## config.mk

```make
export PLATFORM = sky130hd
export DESIGN_NAME = ix_reservation_station
export DESIGN_NICKNAME = d
export VERILOG_FILES = /design/src/rtl/ix_reservation_station.sv
export SDC_FILE = /design/constraint.sdc
export NUM_CORES = 1
export LEC_CHECK = 0
export CORE_AREA = 3 3 199 201
export DETAILED_ROUTE_END_ITERATION = 10
export DIE_AREA = 0 0 202 204
export PLACE_DENSITY = 0.72
export RECOVER_POWER = 25
export SYNTH_ARGS = -nofsm -noshare
export SYNTH_HDL_FRONTEND = slang
export SYNTH_SLANG_ARGS = --single-unit
```

## constraint.sdc

```tcl
create_clock -name clk -period 3.6 [get_ports clk]
set_input_delay 0.72 -clock clk [delete_from_list [all_inputs] [get_ports clk]]
set_output_delay 0.72 -clock clk [all_outputs]
set_load 0.02 [all_outputs]
```

## src/rtl/ix_reservation_station.sv

```systemverilog
// Issue-stage reservation station: renames Rn/Rm through a register status table,
// waits for operands from the register file or CDB, and issues in lowest-index order.
module ix_reservation_station #(
  parameter int N_SIZE     = 16,
  parameter int N_REGISTER = 8,
  parameter int N_PC       = 9,
  parameter int N_ENTRIES  = 4,
  parameter int N_NUMBERS  = $clog2(N_REGISTER),
  parameter int N_TAG      = $clog2(N_ENTRIES)
) (
  input  logic                 clk,
  input  logic                 reset,
  input  logic                 in_valid_IX,
  input  logic [N_PC-1:0]      PC_IX,
  input  logic [N_SIZE-1:0]    ReadData1_IX,
  input  logic [N_SIZE-1:0]    ReadData2_IX,
  input  logic [N_SIZE-1:0]    sximm5_IX,
  input  logic [N_SIZE-1:0]    sximm8_IX,
  input  logic [N_NUMBERS-1:0] Rd_NUM_IX,
  input  logic [N_NUMBERS-1:0] Rn_NUM_IX,
  input  logic [N_NUMBERS-1:0] Rm_NUM_IX,
  input  logic                 rd_write_IX,
  input  logic [11:0]          ctrl_IX,
  output logic                 stall,
  input  logic                 cdb_valid,
  input  logic [N_TAG-1:0]     cdb_tag,
  input  logic [N_SIZE-1:0]    cdb_data,
  output logic                 iss_valid,
  input  logic                 iss_ready,
  output logic [N_TAG-1:0]     iss_tag,
  output logic [N_PC-1:0]      iss_PC,
  output logic [N_SIZE-1:0]    iss_A,
  output logic [N_SIZE-1:0]    iss_B,
  output logic [N_SIZE-1:0]    iss_sximm5,
  output logic [N_SIZE-1:0]    iss_sximm8,
  output logic [11:0]          iss_ctrl
);

  typedef enum logic [1:0] {S_FREE, S_WAIT, S_READY, S_ISSUED} state_t;

  state_t              state_reg  [N_ENTRIES];
  logic [N_PC-1:0]     pc_reg     [N_ENTRIES];
  logic [N_SIZE-1:0]   a_reg      [N_ENTRIES];
  logic [N_SIZE-1:0]   b_reg      [N_ENTRIES];
  logic [N_SIZE-1:0]   imm5_reg   [N_ENTRIES];
  logic [N_SIZE-1:0]   imm8_reg   [N_ENTRIES];
  logic [11:0]         ctrl_reg   [N_ENTRIES];
  logic [N_TAG-1:0]    qa_reg     [N_ENTRIES];
  logic [N_TAG-1:0]    qb_reg     [N_ENTRIES];
  logic                pend_a_reg [N_ENTRIES];
  logic                pend_b_reg [N_ENTRIES];

  logic                rst_busy_reg [N_REGISTER];
  logic [N_TAG-1:0]    rst_tag_reg  [N_REGISTER];

  logic [N_ENTRIES-1:0] free_vec, ready_vec, wake_a, wake_b;
  logic [N_TAG-1:0]     alloc_idx, sel_idx;
  logic                 alloc_en, sel_found, issue_fire;
  logic                 pend_a_next, pend_b_next;
  logic [N_SIZE-1:0]    a_next, b_next;

  genvar gi;
  generate
    for (gi = 0; gi < N_ENTRIES; gi++) begin : g_vec
      assign free_vec[gi]  = (state_reg[gi] == S_FREE);
      assign ready_vec[gi] = (state_reg[gi] == S_READY);
      assign wake_a[gi]    = cdb_valid && pend_a_reg[gi] && (qa_reg[gi] == cdb_tag);
      assign wake_b[gi]    = cdb_valid && pend_b_reg[gi] && (qb_reg[gi] == cdb_tag);
    end
  endgenerate

  assign stall      = ~|free_vec;
  assign alloc_en   = in_valid_IX && !stall;
  assign issue_fire = iss_valid && iss_ready;

  // Lowest-index free entry for allocation, lowest-index ready entry for issue.
  always_comb begin
    alloc_idx = '0;
    sel_idx   = '0;
    sel_found = 1'b0;
    for (int i = N_ENTRIES - 1; i >= 0; i--) begin
      if (free_vec[i]) alloc_idx = N_TAG'(i);
      if (ready_vec[i]) begin
        sel_idx   = N_TAG'(i);
        sel_found = 1'b1;
      end
    end
  end

  // Source lookup against the pre-update status table, with same-cycle CDB bypass.
  always_comb begin
    pend_a_next = rst_busy_reg[Rn_NUM_IX] &&
                  !(cdb_valid && rst_tag_reg[Rn_NUM_IX] == cdb_tag);
    pend_b_next = rst_busy_reg[Rm_NUM_IX] &&
                  !(cdb_valid && rst_tag_reg[Rm_NUM_IX] == cdb_tag);
    a_next      = rst_busy_reg[Rn_NUM_IX] ? cdb_data : ReadData1_IX;
    b_next      = rst_busy_reg[Rm_NUM_IX] ? cdb_data : ReadData2_IX;
  end

  always_comb begin
    iss_valid  = sel_found;
    iss_tag    = '0;
    iss_PC     = '0;
    iss_A      = '0;
    iss_B      = '0;
    iss_sximm5 = '0;
    iss_sximm8 = '0;
    iss_ctrl   = '0;
    if (sel_found) begin
      iss_tag    = sel_idx;
      iss_PC     = pc_reg[sel_idx];
      iss_A      = a_reg[sel_idx];
      iss_B      = b_reg[sel_idx];
      iss_sximm5 = imm5_reg[sel_idx];
      iss_sximm8 = imm8_reg[sel_idx];
      iss_ctrl   = ctrl_reg[sel_idx];
    end
  end

  always_ff @(posedge clk or negedge reset) begin
    if (!reset) begin
      for (int i = 0; i < N_ENTRIES; i++) begin
        state_reg[i]  <= S_FREE;
        pc_reg[i]     <= '0;
        a_reg[i]      <= '0;
        b_reg[i]      <= '0;
        imm5_reg[i]   <= '0;
        imm8_reg[i]   <= '0;
        ctrl_reg[i]   <= '0;
        qa_reg[i]     <= '0;
        qb_reg[i]     <= '0;
        pend_a_reg[i] <= 1'b0;
        pend_b_reg[i] <= 1'b0;
      end
    end else begin
      for (int i = 0; i < N_ENTRIES; i++) begin
        case (state_reg[i])
          S_FREE: begin
            if (alloc_en && alloc_idx == N_TAG'(i)) begin
              state_reg[i]  <= (pend_a_next || pend_b_next) ? S_WAIT : S_READY;
              pc_reg[i]     <= PC_IX;
              a_reg[i]      <= a_next;
              b_reg[i]      <= b_next;
              imm5_reg[i]   <= sximm5_IX;
              imm8_reg[i]   <= sximm8_IX;
              ctrl_reg[i]   <= ctrl_IX;
              qa_reg[i]     <= rst_tag_reg[Rn_NUM_IX];
              qb_reg[i]     <= rst_tag_reg[Rm_NUM_IX];
              pend_a_reg[i] <= pend_a_next;
              pend_b_reg[i] <= pend_b_next;
            end
          end
          S_WAIT: begin
            if (wake_a[i]) begin
              a_reg[i]      <= cdb_data;
              pend_a_reg[i] <= 1'b0;
            end
            if (wake_b[i]) begin
              b_reg[i]      <= cdb_data;
              pend_b_reg[i] <= 1'b0;
            end
            if ((!pend_a_reg[i] || wake_a[i]) && (!pend_b_reg[i] || wake_b[i]))
              state_reg[i] <= S_READY;
          end
          S_READY: begin
            if (issue_fire && sel_idx == N_TAG'(i)) state_reg[i] <= S_ISSUED;
          end
          S_ISSUED: begin
            if (cdb_valid && cdb_tag == N_TAG'(i)) state_reg[i] <= S_FREE;
          end
          default: state_reg[i] <= S_FREE;
        endcase
      end
    end
  end

  // A same-cycle allocation to a register overrides clearing its old producer.
  always_ff @(posedge clk or negedge reset) begin
    if (!reset) begin
      for (int r = 0; r < N_REGISTER; r++) begin
        rst_busy_reg[r] <= 1'b0;
        rst_tag_reg[r]  <= '0;
      end
    end else begin
      for (int r = 0; r < N_REGISTER; r++) begin
        if (alloc_en && rd_write_IX && Rd_NUM_IX == N_NUMBERS'(r)) begin
          rst_busy_reg[r] <= 1'b1;
          rst_tag_reg[r]  <= alloc_idx;
        end else if (cdb_valid && rst_busy_reg[r] && rst_tag_reg[r] == cdb_tag) begin
          rst_busy_reg[r] <= 1'b0;
        end
      end
    end
  end

endmodule

```

==> flow_metrics.py <==
metrics = {
    "power": {
        "finalPower_w": 0.0245,
        "clock_power_share": 0.192,
        "p_sw_frac": 0.411,
        "power.density_mw_per_mm2": 1040,
        "power_leakage_nw": 10.7,
        "power_frac_seq": 0.310,
        "comb_power_share": 0.498,
        "ir_drop_v": 0.000574,
        "power_switching_w": 0.0101,
        "power.internal_w": 0.0144,
    },
    "sta": {
        "fin_crit_sh": 1.00,
        "setup_ws_ps": -5.06,
        "skew_ps": 26.4,
        "holdWs_ps": 477,
        "finalHoldViolCount": 0,
        "maxSlewViolCount": 77,
        "fmaxAchievable_mhz": 277,
        "tightest_slew_ps": 2210,
        "setup_violations": 1,
        "relSlewSlack": -0.474,
        "period_needed_ps": 3610,
    },
    "route": {
        "wl_per_cell_um": 22.7,
        "drc_errors": 0,
        "viasPerCell": 6.10,
        "routed_wl_um": 56300,
        "vias": 15146,
        "dr.pass1.iters": 9,
        "ant_nets": 0,
        "drt_iter0_markers": 1451,
    },
    "clock_tree": {
        "ctsRootBufferMaster": "clkbuf_16",
        "cts_buffer_depth": 3,
        "clk_latency_ps": 580,
        "cts.clk_slew.worst_paths_ps": 60,
        "clkSinkCount": 396,
        "h-tree-depth": 2,
        "numCtsBuffers": 44,
        "cts_tree": "done",
    },
    "logic_synthesis": {
        "syn_inst": 1753,
        "ys.flop_type": "dfrtp_1",
        "synth_top_family_by_area": "multiplexers",
        "synth_top_area_share": 0.522,
        "synth_common_cells": "396 x dfrtp_1, 314 x nand2_1, 176 x mux2_2",
        "avgSynthCellArea_um2": 10.8,
        "yosys-top-cells-area": "dfrtp_1 52%, mux2_2 10%, nand2_1 6.2%",
        "synth-xor-area-share": 0.0166,
        "synth_nets": 1889,
        "yosys.area_share.adder": 0.0119,
        "ys_ff_latch": 396,
        "synth_edf_count": 0,
        "ys_seq_area_frac": 0.522,
        "synthArstFlopShare": 1.00,
        "syn_area_mm2": 0.0190,
        "synth_most_common_cell": "dfrtp_1",
        "synth_warnings": 0,
        "ys_types": 58,
        "yosysTopAreaCell": "dfrtp_1",
        "muxShareOfSynthArea": 0.164,
        "synth-simple-area-share": 0.0934,
        "synth_compound_area_frac": 0.153,
    },
    "worst_setup_path": {
        "crit_required_ps": 2880,
        "cp_slowest_cell": "a222oi_1",
        "crit_path_start": "state_reg[6]$_DFFE_PN0P_",
        "r2r-start": "state_reg[7]$_DFFE_PN0P_",
        "max_stage_delay_ps": 530,
        "critPathLaunchType": "register",
        "cp_max_fo": 26,
        "critical_path_class": "register to primary output",
        "critPathArrivalTime_ps": 2890,
        "crit_top_cell": "buf_12",
        "cp-end-kind": "primary output",
        "cp_cell_sequence": "inv_1, ha_4, buf_4, nor2b_4, buf_12, buf_12, a222oi_1, a21oi_1, dlygate4sd2_1",
    },
    "global_route": {
        "antenna_found_initial": 4,
        "grt.total_usage": 0.269,
        "grt_max_degree": 94,
        "grt_pass1_wl_um": 88000,
        "grt_overflow": 0,
        "grt_pass1_vias": 15452,
    },
    "final_layout": {
        "drive_above_1_share": 0.199,
        "final_util": 0.620,
        "nFillCells": 3014,
        "layout.nets": 2071,
        "area_delta_synth_final_pct": 23.4,
    },
    "die": {
        "die_y_um": 204,
        "core_mm2": 0.0378,
        "initial_utilization": 0.503,
        "die_area_mm2": 0.0412,
        "rows": 71,
        "die_width_um": 202,
        "io_pins": 207,
    },
    "place": {
        "gp_congestion": 0.875,
        "hpwl_um": 35400,
        "preCtsSetupSlack_ps": 59.0,
        "io_buffers": 206,
    },
    "run_status": {
        "failed_checks": "capacitance limit, slew limit, setup timing",
        "status": "finished, violations left",
    },
    "hold_path": {
        "min_path_type": "register to register",
        "hp-start": "imm8_reg[34]$_DFFE_PN0P_",
    },
    "run": {
        "maxCapViolCount": 1,
    },
}
metal layers:
layer	global-route usage	wire, µm
met1	0.364	23300
met2	0.441	27000
met3	0.0524	4480
met4	0.0845	1490
met5	0	30
through the flow:
stage,area [µm²],setup TNS [ps],std cells
finish,23400,-5.06,2482
global route,23400,-128,2482
CTS,23500,0,2476
detailed placement,21900,0,2390
global placement,21900,0,2390
floorplan,19000,0,1753
repair_timing:
item | 4_1_cts | 5_1_grt
resized for setup | 100 | 77
buffers inserted | 6 | 3
hold buffers | 0 | 0
gates cloned | 0 | 1
pin swaps | 3 | 1
endpoints found under the setup margin | 86 | 50
cells by family (layout without fill, tap and decap cells):
logic type	count (synthesis)	in the layout
xor+xnor	36	36
mux	268	268
simple gates	436	436
other cells	0	2
flops	396	396
compound gates	425	425
buf+inv	174	390
fa+ha+maj	18	18
power by group through the flow:
stage / Combinational, W / Sequential (W) / Clock, W
floorplan: 0.00769 / 0.00724 / 0
global placement: 0.0124 / 0.00749 / 0
detailed placement: 0.0126 / 0.00760 / 0
CTS: 0.0122 / 0.00756 / 0.00478
global route: 0.0131 / 0.00780 / 0.00498
finish: 0.0122 / 0.00759 / 0.00470
critical path, delay by kind of cell (launching register included):
kind | cells | cell delay [ps]
buf+inv | 5 | 960
compound gates | 2 | 670
flops | 1 | 410
fa+ha+maj | 1 | 230
simple gates | 1 | 40
path summary, 6_finish.rpt:
path / to / slack [ps] / depth (start not counted)
worst max-delay path: iss_sximm5[9] / -5 / 9
worst min-delay path: imm8_reg[34]$_DFFE_PN0P_ / 480 / 2
worst max register to register: a_reg[40]$_DFFE_PN0P_ / 660 / 11
worst min register to register: imm8_reg[34]$_DFFE_PN0P_ / 480 / 2
max in group asynchronous: imm8_reg[63]$_DFFE_PN0P_ / 660 / 2
min in group asynchronous: a_reg[50]$_DFFE_PN0P_ / 760 / 1
cells in the final DEF (no fill, tap or decap), drive strengths merged, types with 4 or more instances in the layout:
| cell type | instances |
|---|---|
| dfrtp | 396 |
| nand2 | 314 |
| mux2 | 176 |
| a21oi | 127 |
| clkdlybuf4s50 | 120 |
| o21ai | 104 |
| clkbuf | 104 |
| a222oi | 85 |
| mux2i | 80 |
| buf | 78 |
| nor2 | 66 |
| a22oi | 47 |
| dlygate4sd2 | 39 |
| xnor2 | 34 |
| inv | 26 |
| ha | 18 |
| nand3 | 16 |
| a221o | 16 |
| clkdlybuf4s15 | 15 |
| mux4 | 12 |
| a21o | 8 |
| nand4 | 7 |
| o221ai | 7 |
| nand2b | 5 |
| nand4b | 4 |
| a211o | 4 |
| and2 | 4 |
| clkinv | 4 |
| nor3 | 4 |
| a311oi | 4 |
| nor2b | 4 |
layout make-up:
class / count / area, µm² / area share
clock buffers: 70 / 1400 / 0.0598
repair buffers: 286 / 2790 / 0.119
diodes: 2 / 5.00 / 0.000214
well taps: 511 / 639 / 0.0273
clock inverters: 10 / 135 / 0.00577
multi-input cells: 1183 / 8450 / 0.361
inverters: 24 / 90.1 / 0.00385
flip-flops and latches: 396 / 9910 / 0.423
(Power assumes the default switching activity.)
